## config.mk

```make
export PLATFORM = sky130hd
export DESIGN_NAME = muacm_in_arb
export DESIGN_NICKNAME = d
export VERILOG_FILES = /design/src/rtl/muacm_in_arb.sv
export SDC_FILE = /design/constraint.sdc
export NUM_CORES = 1
export LEC_CHECK = 0
export BUFFER_PORTS_ARGS = -buffer_cell sky130_fd_sc_hd__buf_2
export CORE_ASPECT_RATIO = 0.9
export CORE_MARGIN = 8
export CORE_UTILIZATION = 56
export CTS_BUF_LIST = sky130_fd_sc_hd__clkbuf_4 sky130_fd_sc_hd__clkbuf_8
export DETAILED_ROUTE_END_ITERATION = 16
export GPL_ROUTABILITY_DRIVEN = 0
export PLACE_DENSITY = 0.82
export SETUP_SLACK_MARGIN = 0.3
export SLEW_MARGIN = 25
export SYNTH_ARGS = -nofsm -noshare
export SYNTH_HDL_FRONTEND = slang
export SYNTH_SLANG_ARGS = --single-unit
```

## constraint.sdc

```tcl
create_clock -name clk -period 2.25 [get_ports clk]
set_clock_uncertainty 0.1 [all_clocks]
set_input_delay 0.3375 -clock clk [delete_from_list [all_inputs] [get_ports clk]]
set_output_delay 0.3375 -clock clk [all_outputs]
set_load 0.005 [all_outputs]
```

## src/rtl/muacm_in_arb.sv

```systemverilog
// Round-robin N-channel byte arbiter for the uACM IN pipe: per-grant bursts with an
// optional channel tag byte, o_last on full bursts, and idle/requested flush pulses.
module muacm_in_arb #(
    parameter int unsigned N_CH     = 2,
    parameter int unsigned BURST    = 16,
    parameter int unsigned TAG_EN   = 1,
    parameter int unsigned FLUSH_TO = 1024
) (
    input  logic              clk,
    input  logic              rst_n,
    input  logic [8*N_CH-1:0] ch_data,
    input  logic [N_CH-1:0]   ch_valid,
    output logic [N_CH-1:0]   ch_ready,
    input  logic [N_CH-1:0]   ch_flush,
    output logic [7:0]        o_data,
    output logic              o_last,
    output logic              o_valid,
    input  logic              o_ready,
    output logic              o_flush_now
);

    localparam int unsigned RW = (N_CH > 1) ? $clog2(N_CH) : 1;
    localparam int unsigned BW = $clog2(BURST + 1);
    localparam int unsigned IW = $clog2(FLUSH_TO);

    typedef enum logic [1:0] {S_IDLE, S_TAG, S_DATA} state_t;

    state_t          state, state_nxt;
    logic [RW-1:0]   rr_ptr, gnt, gnt_q, rr_nxt;
    logic            gnt_found;
    logic            free, xfer;
    logic            sel_valid, burst_last;
    logic [7:0]      sel_data;
    logic [BW-1:0]   burst_cnt;
    logic [IW-1:0]   idle_cnt;
    logic            pend, flush_req;

    assign free       = !o_valid || o_ready;
    assign xfer       = o_valid && o_ready;
    assign sel_valid  = ch_valid[gnt_q];
    assign sel_data   = ch_data[{gnt_q, 3'b000} +: 8];
    assign burst_last = (burst_cnt == BW'(BURST - 1));
    assign rr_nxt     = (gnt_q == RW'(N_CH - 1)) ? '0 : gnt_q + 1'b1;

    // First requesting channel at or after rr_ptr, wrapping modulo N_CH.
    always_comb begin
        gnt_found = 1'b0;
        gnt       = '0;
        for (int unsigned i = 0; i < N_CH; i++) begin
            if (!gnt_found && ch_valid[(rr_ptr + i) % N_CH]) begin
                gnt_found = 1'b1;
                gnt       = RW'((rr_ptr + i) % N_CH);
            end
        end
    end

    always_comb begin
        state_nxt = state;
        case (state)
            S_IDLE: if (gnt_found) state_nxt = (TAG_EN != 0) ? S_TAG : S_DATA;
            S_TAG:  if (free) state_nxt = S_DATA;
            S_DATA: if (free && (!sel_valid || burst_last)) state_nxt = S_IDLE;
            default: state_nxt = S_IDLE;
        endcase
    end

    always_comb begin
        ch_ready = '0;
        if (state == S_DATA) ch_ready[gnt_q] = free;
    end

    // Flush only once the burst is over and the output register has drained.
    assign o_flush_now = pend && !o_valid && (state != S_DATA) &&
                         ((idle_cnt == IW'(FLUSH_TO - 1)) || flush_req);

    always_ff @(posedge clk) begin
        if (!rst_n) state <= S_IDLE;
        else        state <= state_nxt;
    end

    always_ff @(posedge clk) begin
        if (!rst_n) begin
            o_data    <= '0;
            o_last    <= 1'b0;
            o_valid   <= 1'b0;
            rr_ptr    <= '0;
            gnt_q     <= '0;
            burst_cnt <= '0;
        end else begin
            if (xfer) begin
                o_valid <= 1'b0;
                o_last  <= 1'b0;
            end
            case (state)
                S_IDLE: if (gnt_found) gnt_q <= gnt;
                S_TAG: begin
                    if (free) begin
                        o_data  <= {4'hA, 4'(gnt_q)};
                        o_last  <= 1'b0;
                        o_valid <= 1'b1;
                    end
                end
                S_DATA: begin
                    if (free && sel_valid) begin
                        o_data  <= sel_data;
                        o_last  <= burst_last;
                        o_valid <= 1'b1;
                        if (burst_last) begin
                            burst_cnt <= '0;
                            rr_ptr    <= rr_nxt;
                        end else begin
                            burst_cnt <= burst_cnt + 1'b1;
                        end
                    end else if (free) begin
                        burst_cnt <= '0;
                        rr_ptr    <= rr_nxt;
                    end
                end
                default: ;
            endcase
        end
    end

    always_ff @(posedge clk) begin
        if (!rst_n) begin
            idle_cnt  <= '0;
            pend      <= 1'b0;
            flush_req <= 1'b0;
        end else begin
            if (xfer)             pend <= 1'b1;
            else if (o_flush_now) pend <= 1'b0;

            if (xfer)
                idle_cnt <= '0;
            else if (pend && idle_cnt != IW'(FLUSH_TO - 1))
                idle_cnt <= idle_cnt + 1'b1;

            if (|ch_flush)        flush_req <= 1'b1;
            else if (o_flush_now) flush_req <= 1'b0;
        end
    end

endmodule

```

==> impl_metrics.ini <==
[yosys]
syn_nets = 219
ys_warn_count = 0
yosys_register_bits = 31
synth_top_area_share_pct = 37.9
seq_area_frac_synth_pct = 37.9
synthArstFlopShare_pct = 0
synth.distinct_cells = 47
netlist_instances = 191
synth_area_leaders = dfxtp_1 38%, nand2_1 6.2%, nand3_1 4.6%
syn_area_mm2 = 0.00164
synth_flop_cell = dfxtp_1
syn_avg_cell_area_um2 = 8.58
synth-edff-count = 0
synth_top_area_cell = dfxtp_1

[critical_path]
crit_top_cell = nor2_1
reg2reg_setup_slack_ps = 460
cp_cell_sequence = ha_4, nand3_4, nor3_4, nor2_1, nor2_1, buf_2
r2r-end = state[0]
slowest_stage = dfxtp_4
critPathMaxFanout = 5
reg2reg_depth = 5
worstSetupEndpointType = output pin
worstPathRequired_ps = 1810
rr_startpoint = burst_cnt[0]
crit_arrival_ps = 1550
max_stage_delay_ps = 380
cp-start-kind = flop
critical_path_class = reg -> out

[power]
p_leak_nw = 0.826
power.density_mw_per_mm2 = 859
ir_worst_vdd_v = 0.000519

[timing]
hold_viol = 0
clock.fmax_mhz = 503
final.period_utilization_pct = 88.4
period_needed_ps = 1990
rsz0062_at_grt = true
finalSetupViolCount = 0
fin_tns_setup_ps = 0
drv_slew = 0
tightest_slew_ps = 452
relSlewSlack_pct = 69.8

[cells_and_area]
final_util_pct = 73.4
antenna_cells = 0
multiInputGateArea_mm2 = 0.00102
nNetsFinal = 258
fillers = 201
drive_gt1_share_pct = 29.9
regArea_um2 = 629
stdcell_count = 271
area_growth_pct = 24.0

[floorplan]
core_region_area_mm2 = 0.00277
die_h_um = 67.3
initial_core_util_pct = 59.2
die_w_um = 73.0
dieArea_mm2 = 0.00492
row_count = 18
ioPinCount = 36

[clock_network]
cts_hold_buffers = 0
numCtsBuffers = 5
clk_path_buf_depth = 2
clk_latency_ps = 330
tritoncts = done
cts.clk_slew.worst_paths_ps = 100
root_buffer = clkbuf_4
clock-sinks = 31
h-tree-depth = 2

[grt]
grt_overflow = 0
grt_pass1_vias = 1522
busiest_layer = met2
antenna_found_initial = 0
grt_max_degree = 26
met2_usage_pct = 28.2
grt_pass1_wl_mm = 6.53
track_usage_pct = 16.7
grt_use_met3_pct = 5.33
gr-usage-met1_pct = 19.1

[route]
wl_per_cell_um = 15.6
drc = 0
route.vias.total = 1570
via_per_inst = 5.79
ant_nets = 0
first_pass_iters = 4
first_iter_violations = 79
routed_wl_mm = 4.22

[min_path]
min_to = flush_req
holdPathStages = 3
min_from = ch_flush[0]
holdCritPathClass = in -> reg

[run_status]
status = finished clean

[job]
max-cap-violations = 0

[placed_design]
port_buffers = 35
post-place-cells = 260
hpwl_mm = 2.93
## cell families after synthesis
logic type | share of synthesized area (%)
buf+inv | 4.05
mux | 7.10
flops | 37.9
simple gates | 24.7
xor+xnor | 1.07
fa+ha+maj | 3.82
compound gates | 21.5
## registers in the layout, summed over array words and instances (netlist names)
| register | cells |
|---|---|
| pend | 1 |
| state | 2 |
| o_last | 1 |
| rr_ptr | 1 |
| o_valid | 1 |
| burst_cnt | 5 |
| flush_req | 1 |
| idle_cnt | 10 |
| gnt_q | 1 |
| o_data | 8 |
## cell type report
class	count	area share (%)
multi-input combinational	146	50.2
clock buffer	6	2.52
tap	40	2.46
clock inverter	2	1.72
sequential	31	31.0
inverter	5	0.923
timing repair buffer	41	11.2
## power by group
| part | internal (mW) | switching [mW] | leakage [nW] |
|---|---|---|---|
| Combinational | 0.261 | 0.349 | 0.525 |
| Sequential | 0.615 | 0.0645 | 0.253 |
| Clock | 0.262 | 0.193 | 0.0482 |
## cells in the final DEF, fill, tap and decap left out, types with 3 or more instances in the layout
cell type / instances
dfxtp_1: 28
clkbuf_4: 5
o211a_1: 3
a31oi_1: 3
nand2_1: 26
ha_1: 3
or3_1: 5
buf_2: 35
mux2i_1: 6
and3_1: 4
nor2_1: 10
a21boi_0: 4
inv_1: 4
a211oi_1: 3
a21boi_1: 7
buf_4: 5
mux2_2: 5
a21oi_1: 7
nor2b_1: 3
nand3_1: 12
o21ai_0: 8
## worst max-delay path: cells and delay by family (launching register included)
| family | cells | cell delay (ps) |
|---|---|---|
| flip-flops | 1 | 380 |
| buffers and inverters | 1 | 130 |
| adder cells (fa/ha/maj) | 1 | 150 |
| AND/OR/NAND/NOR | 4 | 570 |
## cells in the mapped netlist (2+ instances only)
| master | number |
|---|---|
| and3_1 | 4 |
| or3_1 | 5 |
| a21oi_1 | 7 |
| nor2b_1 | 3 |
| a21boi_1 | 7 |
| a21boi_0 | 4 |
| buf_2 | 2 |
| mux2_2 | 5 |
| inv_1 | 5 |
| nor4_1 | 2 |
| clkbuf_1 | 5 |
| dfxtp_1 | 31 |
| a31oi_1 | 3 |
| nand2_1 | 27 |
| nand3_1 | 15 |
| mux2i_1 | 6 |
| o211a_1 | 3 |
| o21ai_0 | 8 |
| nor2_1 | 11 |
| and2_1 | 2 |
| nor3_1 | 2 |
| nand2b_1 | 2 |
| ha_1 | 5 |
| a211oi_1 | 3 |
| nand4_1 | 2 |
## layer usage
metal,up-vias,part of all wire (%),routed length (um)
met5,-,0,0
met4,0,2.3,97
met3,13,6.4,268
met2,58,50,2100
met1,728,42,1760
li1,771,-,-
## repair_timing
item,CTS,global route
buffers inserted,1,2
pin swaps,1,3
resized for setup,12,9
endpoints found under the setup margin,2,2
hold endpoints to repair,0,0
## through the flow
step	area [um2]	hold WS (ps)	setup WS [ps]	power, mW
after detailed placement	1840	342	395	1.23
after global placement	1840	337	472	1.20
after CTS	1980	157	304	1.72
after global routing	2030	167	174	1.85
final	2030	166	261	1.75
after floorplan	1640	340	614	1.08
## how the worst max path moves through the flow
stage | startpoint | endpoint | slack, ps | cells after the start
2_1_floorplan | state[0] | ch_ready[1] | 610 | 5
3_3_place_gp | state[0] | o_data[5] | 470 | 6
3_5_place_dp | state[0] | o_data[7] | 400 | 6
4_1_cts | state[0] | o_flush_now | 300 | 7
5_1_grt | idle_cnt[0] | o_flush_now | 170 | 6
6_report | idle_cnt[1] | o_flush_now | 260 | 6
(Power assumes the default switching activity.)
